[src/rtl/demuxer8_tdm.sv]
// rtl/demuxer8_tdm.sv - serial-to-parallel TDM demultiplexer, 8 slots per frame
//
// Purpose: collects serial bits into an 8-bit frame, either by an internal
// slot counter (auto mode) or by an explicit slot address (addressed mode),
// and presents completed frames on a valid/ready output with sticky overflow.
//
// Ports:
//   clk       rising-edge clock
//   rst       asynchronous active-high reset
//   d         serial data bit
//   d_valid   d is sampled this cycle
//   sync      frame start in auto mode (slot counter back to slot 0)
//   sel_mode  0 = auto (slot counter), 1 = addressed (slot from sel)
//   sel       target slot in addressed mode
//   q         assembled frame
//   q_valid   q holds an unconsumed frame
//   q_ready   consumer takes q when q_valid && q_ready
//   overflow  sticky, set when a completed frame had to be dropped

module demuxer8_tdm #(
   parameter bit MSB_FIRST = 1'b0
) (
   input  logic       clk,
   input  logic       rst,
   input  logic       d,
   input  logic       d_valid,
   input  logic       sync,
   input  logic       sel_mode,
   input  logic [2:0] sel,
   output logic [7:0] q,
   output logic       q_valid,
   input  logic       q_ready,
   output logic       overflow
);

   logic [7:0] asm_reg;
   logic [7:0] asm_nxt;
   logic [2:0] cnt;
   logic [2:0] cnt_eff;
   logic [2:0] cnt_nxt;
   logic [2:0] slot;
   logic [2:0] idx;
   logic       prev_mode;
   logic       complete;

   always_comb begin
      // A mode switch restarts slot counting; the assembly register is kept.
      cnt_eff = (sel_mode != prev_mode) ? 3'd0 : cnt;

      if (sel_mode)
         slot = sel;
      else if (sync)
         slot = 3'd0;
      else
         slot = cnt_eff;

      // Bit-order reversal applies only to counter-driven slots.
      idx = (MSB_FIRST && !sel_mode) ? (3'd7 - slot) : slot;

      asm_nxt = asm_reg;
      if (d_valid)
         asm_nxt[idx] = d;

      if (sel_mode)
         complete = d_valid && (sel == 3'd7);
      else
         complete = d_valid && !sync && (cnt_eff == 3'd7);

      if (sel_mode)
         cnt_nxt = 3'd0;
      else if (sync)
         cnt_nxt = d_valid ? 3'd1 : 3'd0;
      else if (d_valid)
         cnt_nxt = cnt_eff + 3'd1;
      else
         cnt_nxt = cnt_eff;
   end

   always_ff @(posedge clk or posedge rst) begin
      if (rst) begin
         asm_reg   <= 8'h00;
         cnt       <= 3'd0;
         prev_mode <= 1'b0;
         q         <= 8'h00;
         q_valid   <= 1'b0;
         overflow  <= 1'b0;
      end else begin
         asm_reg   <= asm_nxt;
         cnt       <= cnt_nxt;
         prev_mode <= sel_mode;
         if (complete) begin
            // A held, unconsumed frame wins; the new one is dropped.
            if (!q_valid || q_ready) begin
               q       <= asm_nxt;
               q_valid <= 1'b1;
            end else begin
               overflow <= 1'b1;
            end
         end else if (q_valid && q_ready) begin
            q_valid <= 1'b0;
         end
      end
   end

endmodule

[config.mk]
export PLATFORM = sky130hd
export DESIGN_NAME = demuxer8_tdm
export DESIGN_NICKNAME = d
export VERILOG_FILES = /design/src/rtl/demuxer8_tdm.sv
export SDC_FILE = /design/constraint.sdc
export NUM_CORES = 1
export LEC_CHECK = 0
export CAP_MARGIN = 20
export CORE_MARGIN = 3
export CORE_UTILIZATION = 42
export CTS_CLUSTER_SIZE = 20
export DETAILED_ROUTE_END_ITERATION = 6
export GPL_ROUTABILITY_DRIVEN = 1
export PLACE_DENSITY_LB_ADDON = 0.25
export SLEW_MARGIN = 20
export SYNTH_ARGS = -nofsm -noshare
export SYNTH_HDL_FRONTEND = slang
export SYNTH_SLANG_ARGS = --single-unit
[constraint.sdc]
create_clock -name clk -period 4.7 [get_ports clk]
set_input_delay 1.175 -clock clk [delete_from_list [all_inputs] [get_ports clk]]
set_output_delay 1.175 -clock clk [all_outputs]
set_load 0.02 [all_outputs]
Yosys cells after proc, flatten, opt, wreduce, memory -nomap -nowiden
Index checks and enable logic that the tools add are counted.

Register bits after elaboration: 22. Bits of input ports: 10. Output and inout bits: 10. Logic and storage cells: 41.

Add/subtract/negate cells: 1. $lt $le $gt $ge: 2. Equality and inequality tests: 4. Multiplexer cells: 15. Bitwise logic cells: 1. Reductions and logical operators: 12.

Operators by type and width (count): $mux W3 (6); $bwmux W8 (1); $mux W8 (1); $eq A3 B3 Y1 const B (2); $mux W1 (6); $reduce_and A2 Y1 (3); $logic_and A1 B1 Y1 (5); $lt A3 B4 Y1 const B (1); $add A3 B1 Y3 const B (1); $demux W1 S3 (1); $ge A3 B1 Y1 const B (1); $logic_not A1 Y1 (2); $ne A2 B1 Y1 const B (1); $reduce_bool A2 Y1 (1); $logic_or A1 B1 Y1 (1); $ne A1 B1 Y1 (1); $not A1 Y1 (1).

Logic depth before layout (Yosys ltp)
Gate-level depths: netlist (run 1).

Depth in word-level cells: 10. Depth in mapped cells: 11. Gate-level depth less buffers: 8.

Least setup slack after synthesis (run 1)
Ideal clock, no wire load.

Kind: input-to-reg. Start: in sel_mode. End: reg q[0]. Setup time: 0.082 ns. Arrival: 3.021 ns. Required time: 4.618 ns. Slack: 1.597 ns. Stages on the path: 11. Buffers on the path: 3. Cells stage by stage: buf_6 -> buf_2 -> xnor2_1 -> and2_1 -> ha_1 -> ha_1 -> nor3b_1 -> o211a_1 -> clkbuf_1 -> nor2_1 -> a31oi_1.

Longest elaborated chain between the ends: 10. Elaborated cells on any way between the ends: 15. Classes of those cells: 2 x order compare; 2 x eq/ne; 8 x mux; 3 x reduce/logical.

RTL lines: start: declaration (line 28) `input logic sel_mode,`; $ne A1 B1 Y1 (line 48) `cnt_eff = (sel_mode != prev_mode) ? 3'd0 : cnt;`; $mux W3 (line 48); $mux W3 (line 52) `else if (sync)`; $mux W3 (line 50) `if (sel_mode)`; $lt A3 B4 Y1 (not written as such) or $ge A3 B1 Y1 (tied branches) (line 62) `asm_nxt[idx] = d;`; $logic_and A1 B1 Y1 (not written as such) (line 62); $mux W1 (not written as such) (line 62); $demux W1 S3 (line 62); $bwmux W8 (line 62); $mux W8 (line 61) `if (d_valid)`; end signal: assignment (line 94) `q <= asm_nxt;`; end: declaration (line 30) `output logic [7:0] q,`.

Parallel ways exist; a longest one is shown, timed or not. A chain may end at the register's enable or synchronous reset.

Final worst setup path (run 1)
Start: in sel_mode. End: reg q[7].

Same word-level chain as after synthesis.

==> results of run 1 <==
==> logic make-up (layout without fill, tap and decap cells) <==
| group | Yosys count | in the layout | share of synthesized area, % |
|---|---|---|---|
| buffers and inverters | 6 | 26 | 2.92 |
| AO/OA/AOI/OAI | 28 | 28 | 19.0 |
| AND/OR/NAND/NOR | 48 | 48 | 23.0 |
| XOR/XNOR | 2 | 2 | 1.57 |
| multiplexers | 2 | 2 | 1.80 |
| flip-flops | 22 | 22 | 49.4 |
| adder cells (fa/ha/maj) | 2 | 2 | 2.25 |
==> final cells by class <==
| class | count | share of cell area [%] |
|---|---|---|
| Sequential cell | 22 | 40.0 |
| Timing Repair Buffer | 20 | 14.4 |
| Multi-Input combinational cell | 82 | 38.5 |
| Inverter | 2 | 0.545 |
| Clock inverter | 1 | 2.18 |
| Tap cell | 30 | 2.73 |
| Clock buffer | 3 | 1.64 |
==> per-stage QoR <==
step	cell area (sq um)	power [mW]	util, %
6_report	1380	0.523	55.1
4_1_cts	1380	0.529	55.1
5_1_grt	1380	0.554	55.1
3_3_place_gp	1320	0.380	53.0
3_5_place_dp	1320	0.383	53.0
2_1_floorplan	1110	0.321	-
==> cell usage in the layout (no fill, tap or decap), types with 3 or more instances in the layout <==
cell type,instances
a21oi_1,3
a31oi_1,8
and2_1,3
clkbuf_4,3
clkdlybuf4s50_1,19
dfrtp_1,22
nand2_1,19
nand3_1,5
nor2_1,9
o21ai_1,3
or4b_4,3
==> worst paths after layout <==
path	start	to	cells after the start
setup / recovery	sel_mode	q[7]$_DFFE_PP0P_	10
hold / removal	overflow$_DFFE_PP0P_	overflow$_DFFE_PP0P_	1
setup reg to reg	prev_mode$_DFF_PP0_	q[7]$_DFFE_PP0P_	8
hold reg to reg	overflow$_DFFE_PP0P_	overflow$_DFFE_PP0P_	1
max in group asynchronous	rst	cnt[0]$_DFF_PP0_	2
min in group asynchronous	rst	overflow$_DFFE_PP0P_	2
==> per-layer routing <==
metal | vias to the layer above | GRT usage, %
met5 | - | 0
met3 | 2 | 4.30
met1 | 427 | 19.8
met2 | 19 | 26.5
met4 | 0 | 2.98
li1 | 448 | -
==> report_power, final <==
| part | switching, mW | total (mW) | internal [mW] |
|---|---|---|---|
| sequential | 0.0169 | 0.240 | 0.223 |
| combinational | 0.0720 | 0.137 | 0.0654 |
| clock | 0.0587 | 0.145 | 0.0862 |
| total | 0.148 | 0.523 | 0.375 |
==> critical path: stages <==
cell and delay [ns]:
clkdlybuf4s50_1 0.45, buf_4 0.23, xnor2_1 0.19, and2_1 0.19, ha_1 0.16, ha_1 0.13
nor3b_1 0.24, o211a_1 0.48, nor2_1 0.07, a31oi_1 0.16
==> impl_metrics.json, run 1 <==
{
  "run_status": "finished, final reports clean",
  "cts-htree-levels": 1,
  "pre_cts_ws_ns": 1.13,
  "leakage_nw": 0.612,
  "first_pass_iters": 4,
  "fillers": 222,
  "cts_sinks": 22,
  "ioPinCount": 20,
  "fin_setup_tns_ns": 0,
  "gp_congestion": 0.766,
  "core_sq_um": 2500,
  "numCtsBuffers": 3,
  "layout_setup_ws_ns": 1.45,
  "fin_nets": 143,
  "multi_input_area_sq_um": 531,
  "die_w_microns": 57.5,
  "vias": 896,
  "crit_arrival_ns": 3.48,
  "netlist_area_sq_um": 1110,
  "ant_nets": 0,
  "path_max_fanout": 21,
  "grt_pass1_wl_microns": 3970,
  "stdcell_count": 160,
  "fmax_mhz": 308,
  "dieArea_sq_um": 3310,
  "vias_per_cell": 5.60,
  "grt_usage_pct": 15.5,
  "wirelength_microns": 2300,
  "drive_above_1_share_pct": 10.0,
  "antenna_cells": 0,
  "rrSetupSlack_ns": 2.44,
  "synthArstFlopShare_pct": 100,
  "first_iter_violations": 33,
  "wl_met1_microns": 1070,
  "syn_inst": 110,
  "cts_hold_buf": 0,
  "area_growth_pct": 23.6,
  "rsz0062_at_grt": "no",
  "dp_cells": 156,
  "power.density_nw_per_um2": 380,
  "hpwl_microns": 1690,
  "period_minus_slack_ns": 3.25,
  "crit_path_end_kind": "flop",
  "synth_top_area_share_pct": 49.4,
  "synth_area_per_cell_sq_um": 10.1,
  "row_count": 18,
  "period_share_pct": 69.2,
  "holdWs_ns": 0.493,
  "wl_met3_microns": 96,
  "wl_per_cell_microns": 14.4,
  "post_cts_buffers": 0,
  "clk_path_buf_depth": 2,
  "fin_skew_ns": 0.00684,
  "synthFlopType": "dfrtp_1",
  "crit_required_ns": 4.93,
  "drv_slew": 0,
  "seq_area_frac_synth_pct": 49.4,
  "initial_core_util_pct": 44.5,
  "max_cap_viol_count": 0,
  "critPathLaunchType": "input pin",
  "synth_most_common_cell": "dfrtp_1",
  "seqCellArea_sq_um": 551,
  "synth_area_leaders": "dfrtp_1, nand2_1, a31oi_1",
  "grt_max_degree": 23,
  "tightest_slew_ns": 0.801,
  "wl_met2_microns": 1120,
  "min_path_type": "flop to flop",
  "clk_pin_slew_ns": 0.13,
  "ys_top_cells_by_count": "dfrtp_1, nand2_1, nor2_1",
  "clkLatencyLatePin_ns": 0.31,
  "clock_tree.root_cell": "clkbuf_4",
  "io_buffers": 19,
  "cts_resized": 0,
  "grt_pass1_vias": 860,
  "yosys_warnings": 0,
  "grt_antenna_before_repair": 0,
  "synth_edf_count": 0,
  "grt_remaining_overflow": 0,
  "synthesis.nets": 122,
  "worstSetupPathType": "input pin to flop",
  "setup_viol": 0,
  "finalHoldViolCount": 0,
  "ys_types": 33,
  "ys_seq_elements": 22,
  "yosys.area.top_type": "dfrtp_1",
  "chipHeight_microns": 57.5,
  "cts_tree": "yes",
  "slew_headroom_pct": 46.6,
  "drc": 0,
  "ir_drop_mv": 0.342,
  "top_layer": "met4"
}
Power figures use the tool's default switching activity.
==> run 2, diff against run 1 <==
- clock period: 4.7 -> 2.8 ns (I/O delays scaled with it)
==> impl_metrics.json, run 2 (synthesis gave the netlist of run 1 again) <==
{
  "clk_path_buf_depth": 2,
  "first_pass_iters": 4,
  "final_cell_mix": "dfrtp_1, nand2_1, clkdlybuf4s50_1",
  "dieArea_sq_um": 3310,
  "finalHoldViolCount": 0,
  "clkLatencyLatePin_ns": 0.31,
  "leakage_nw": 0.625,
  "crit_path_top_delay_cell": "clkdlybuf4s50_1",
  "slew_headroom_pct": 46.7,
  "cts_sinks": 22,
  "tightest_slew_ns": 0.798,
  "max_stage_delay_ns": 0.44,
  "setup_viol": 0,
  "grt_max_degree": 23,
  "fmax_mhz": 402,
  "max_cap_viol_count": 0,
  "dp_cells": 158,
  "initial_core_util_pct": 44.5,
  "vias_per_cell": 5.52,
  "wirelength_microns": 2280,
  "rsz0062_at_grt": "no",
  "drv_slew": 0,
  "ir_drop_mv": 0.547,
  "dpl_cell_area_sq_um": 1350,
  "crit_required_ns": 3.03,
  "fillers": 243,
  "crit_arrival_ns": 2.72,
  "cts_hold_buf": 0,
  "power.total_uw": 877,
  "wl_per_cell_microns": 14.0,
  "hpwl_microns": 1730,
  "cts_tree": "yes",
  "numCtsBuffers": 3,
  "chipHeight_microns": 57.5,
  "vias": 895,
  "grt_usage_pct": 16.0,
  "area_growth_pct": 26.1,
  "clk_pin_slew_ns": 0.12,
  "row_count": 18,
  "worstSetupPathType": "input pin to flop",
  "min_path_type": "flop to flop",
  "cpMostUsedCell": "ha_1",
  "grt_remaining_overflow": 0,
  "clock_tree.root_cell": "clkbuf_4",
  "crit_path_end_kind": "flop",
  "hold-path-cell-count": 2,
  "cts_resized": 0,
  "stdcell_count": 162,
  "grt_antenna_before_repair": 0,
  "run_status": "finished, final reports clean",
  "holdWs_ns": 0.495,
  "startpoint": "sel_mode",
  "critPathLaunchType": "input pin",
  "period_minus_slack_ns": 2.49,
  "fin_skew_ns": 0.00152,
  "first_iter_violations": 39,
  "rrSetupSlack_ns": 0.65,
  "final_cell_area_sq_um": 1400,
  "power.density_nw_per_um2": 624,
  "worstHoldStart": "asm_reg[2]$_DFF_PP0_",
  "path_max_fanout": 16,
  "layout_commonest_cell": "dfrtp_1",
  "grt_pass1_wl_microns": 4080,
  "antenna_cells": 0,
  "ioPinCount": 20,
  "hold_end": "asm_reg[2]$_DFF_PP0_",
  "regToRegEndpoint": "q[0]$_DFFE_PP0P_",
  "cp_cell_sequence": "clkdlybuf4s50_1, xnor2_1, and2_1, ha_1, ha_1, nor3b_1, o211a_1, buf_12, nor2_1, a31oi_1",
  "fin_setup_tns_ns": 0,
  "io_buffers": 19,
  "cts-htree-levels": 1,
  "ant_nets": 0,
  "r2r_start": "prev_mode$_DFF_PP0_",
  "r2r_cells": 9,
  "gp_congestion": 0.759,
  "grt_pass1_vias": 859,
  "multi_input_area_sq_um": 531,
  "seqCellArea_sq_um": 551,
  "drc": 0,
  "post_cts_buffers": 0,
  "die_w_microns": 57.5,
  "drive_above_1_share_pct": 11.4,
  "period_share_pct": 88.8,
  "fin_nets": 145,
  "core_sq_um": 2500
}
==> run 2: cell count changes in the layout (fill, tap and decap cells not counted) <==
cell | previous run | this run
buf_12 | 0 | 1
buf_4 | 1 | 2
==> run 2: routing by layer <==
layer	wire length (microns)	vias up	track usage, %	share of wire [%]
li1	-	448	-	-
met1	1050	426	22.3	46
met2	1090	19	24.8	48
met3	118	2	4.98	5.2
met4	14	0	2.98	0.62
met5	0	-	0	0
==> run 2: worst max path at each step <==
stage	endpoint	slack, ns	cells past startpoint
final	q[0]$_DFFE_PP0P_	0.31	10
after floorplan	q[0]$_DFFE_PP0P_	0.17	11
after detailed placement	q[7]$_DFFE_PP0P_	-0.03	10
after CTS	q[0]$_DFFE_PP0P_	0.30	10
after global routing	q[4]$_DFFE_PP0P_	0.19	10
after global placement	q[0]$_DFFE_PP0P_	0.09	10
==> run 2: where the power goes <==
group,internal [mW],total [mW],switching (mW)
logic,0.112,0.233,0.121
registers,0.375,0.402,0.0274
clock network,0.145,0.241,0.0965
==> run 2: final cells by class <==
cell class | instances | share of cell area, %
flip-flops and latches | 22 | 39.2
multi-input cells | 82 | 37.8
repair buffers | 22 | 16.0
well taps | 30 | 2.67
clock inverters | 1 | 2.14
clock buffers | 3 | 1.60
inverters | 2 | 0.535
==> run 2: worst max-delay path, delay by kind of cell <==
kind                       cells  cell delay (ns)
adders and majority gates      2             0.27
buffers and inverters          2             0.58
xor gates and xnor gates       1             0.28
and+or+nand+nor                3             0.48
AOI/OAI and AO/OA              2             0.39
==> run 2: stage by stage <==
step	setup WS, ns	util, %
after floorplan	0.172	-
final	0.314	56.2
after CTS	0.297	56.2
after global routing	0.193	56.2
after detailed placement	-0.0268	54.1
after global placement	0.0925	54.1
==> run 3, diff against run 2 <==
- CORE_MARGIN: 3 -> not set
- clock period: 2.8 -> 2.2 ns (I/O delays scaled with it)
==> impl_metrics.json, run 3 (synthesis gave the netlist of run 1 again) <==
{
  "post_cts_buffers": 0,
  "crit_path_end_kind": "flop",
  "holdWs_ns": 0.497,
  "switching_share_pct": 31.0,
  "cts_tree": "yes",
  "crit_required_ns": 2.43,
  "numCtsBuffers": 3,
  "core_sq_um": 2500,
  "rsz0062_at_grt": "no",
  "antenna_cells": 0,
  "drv_slew": 0,
  "crit_arrival_ns": 2.25,
  "power.total_uw": 996,
  "clk_pin_slew_ns": 0.12,
  "leakage_nw": 0.647,
  "chipHeight_microns": 53.5,
  "dieArea_sq_um": 2860,
  "vias": 923,
  "grt_max_degree": 23,
  "grt_pass1_vias": 842,
  "tightest_slew_ns": 0.307,
  "vias_per_cell": 5.53,
  "ir_drop_mv": 0.396,
  "grt_antenna_before_repair": 0,
  "finalHoldViolCount": 0,
  "p_seq_share_pct": 51.6,
  "run_status": "finished, final reports clean",
  "setup_viol": 0,
  "power.density_nw_per_um2": 693,
  "cts-htree-levels": 1,
  "drive_above_1_share_pct": 18.2,
  "max_cap_viol_count": 0,
  "cpMostUsedCell": "ha_2",
  "period_share_pct": 92.0,
  "first_iter_violations": 29,
  "cts_hold_buf": 0,
  "clk_path_buf_depth": 2,
  "pwr-share-comb_pct": 30.4,
  "p_int_uw": 688,
  "grt_remaining_overflow": 0,
  "fmax_mhz": 494,
  "drc": 0,
  "max_stage_delay_ns": 0.48,
  "worstSetupPathType": "flop to flop",
  "switchingPower_uw": 308,
  "cp_cell_sequence": "xnor2_2, and2_4, ha_2, ha_2, nor3b_2, o211a_1, buf_12, nor2_1, a31oi_1",
  "wirelength_microns": 2450,
  "grt_pass1_wl_microns": 3980,
  "grt_usage_pct": 20.0,
  "final_cell_mix": "dfrtp_1, nand2_1, clkdlybuf4s50_1",
  "layout_setup_ws_ns": 0.176,
  "area_growth_pct": 29.1,
  "period_minus_slack_ns": 2.02,
  "die_w_microns": 53.5,
  "cts_sinks": 22,
  "p_clk_share_pct": 18.0,
  "path_max_fanout": 16,
  "layout_commonest_cell": "dfrtp_1",
  "io_buffers": 19,
  "first_pass_iters": 4,
  "ant_nets": 0,
  "row_count": 18,
  "min_path_type": "flop to flop",
  "fin_nets": 151,
  "fin_skew_ns": 0.00335,
  "final_core_util_pct": 57.5,
  "pre_cts_ws_ns": -0.357,
  "gp_congestion": 0.786,
  "hpwl_microns": 1860,
  "crit_path_top_delay_cell": "dfrtp_1",
  "wl_per_cell_microns": 14.7,
  "critPathLaunchType": "flop",
  "clock_tree.root_cell": "clkbuf_4",
  "ioPinCount": 20,
  "initial_core_util_pct": 44.5,
  "slew_headroom_pct": 79.2,
  "clkLatencyLatePin_ns": 0.30
}
==> run 3: cell count changes in the layout (fill, tap and decap cells not counted), sizes merged <==
cell / change
dlygate4sd2: +1
buf: +6
clkdlybuf4s50: -1
bufinv: -1
==> run 3: power by group through the flow <==
stage / logic, mW / registers, mW / clock network, mW
floorplan: 0.121 / 0.569 / 0
global placement: 0.299 / 0.521 / 0
detailed placement: 0.305 / 0.523 / 0
CTS: 0.305 / 0.515 / 0.180
global route: 0.334 / 0.523 / 0.196
finish: 0.303 / 0.514 / 0.179
==> run 3: cell type report <==
class | instances | area [sq um]
multi-input combinational | 82 | 551
clock buffer | 3 | 22.5
timing repair buffer | 28 | 269
fill | 228 | 1060
tap | 30 | 37.5
inverter | 2 | 7.51
sequential | 22 | 551
==> run 3: path summary, 6_finish.rpt <==
| kind | from | to | slack (ns) | cells after the start |
|---|---|---|---|---|
| worst max-delay path | prev_mode$_DFF_PP0_ | q[7]$_DFFE_PP0P_ | 0.18 | 9 |
| min in group asynchronous | rst | q[5]$_DFFE_PP0P_ | 0.57 | 3 |
| max in group asynchronous | rst | q[0]$_DFFE_PP0P_ | 1.40 | 3 |
| worst min-delay path | overflow$_DFFE_PP0P_ | overflow$_DFFE_PP0P_ | 0.50 | 1 |
| worst max register to register | prev_mode$_DFF_PP0_ | q[7]$_DFFE_PP0P_ | 0.18 | 9 |
| worst min register to register | overflow$_DFFE_PP0P_ | overflow$_DFFE_PP0P_ | 0.50 | 1 |
==> run 3: through the flow <==
| step | cells | cell area [sq um] | TNS, ns |
|---|---|---|---|
| after CTS | 167 | 1440 | 0 |
| final | 167 | 1440 | 0 |
| after global routing | 167 | 1440 | 0 |
| after global placement | 164 | 1410 | -4.03 |
| after detailed placement | 164 | 1410 | -4.99 |
| after floorplan | 110 | 1150 | -0.0907 |
==> run 3: what timing repair did <==
action | 4_1_cts | 5_1_grt
endpoints found under the setup margin | 8 | 0
gates resized for setup | 2 | 0
hold endpoints to repair | 0 | 0
==> run 3: layer usage <==
| layer | GRT usage [%] | routed length (microns) |
|---|---|---|
| met1 | 26.6 | 1210 |
| met2 | 32.7 | 1130 |
| met3 | 3.74 | 84 |
| met4 | 5.26 | 24 |
| met5 | 0 | 0 |
==> run 3: critical path: cells and delay by family (launching register included) <==
family / cells / cell delay, ns
flops: 1 / 0.48
fa+ha+maj: 2 / 0.31
xor+xnor: 1 / 0.25
compound gates: 2 / 0.35
simple gates: 3 / 0.41
buf+inv: 1 / 0.14
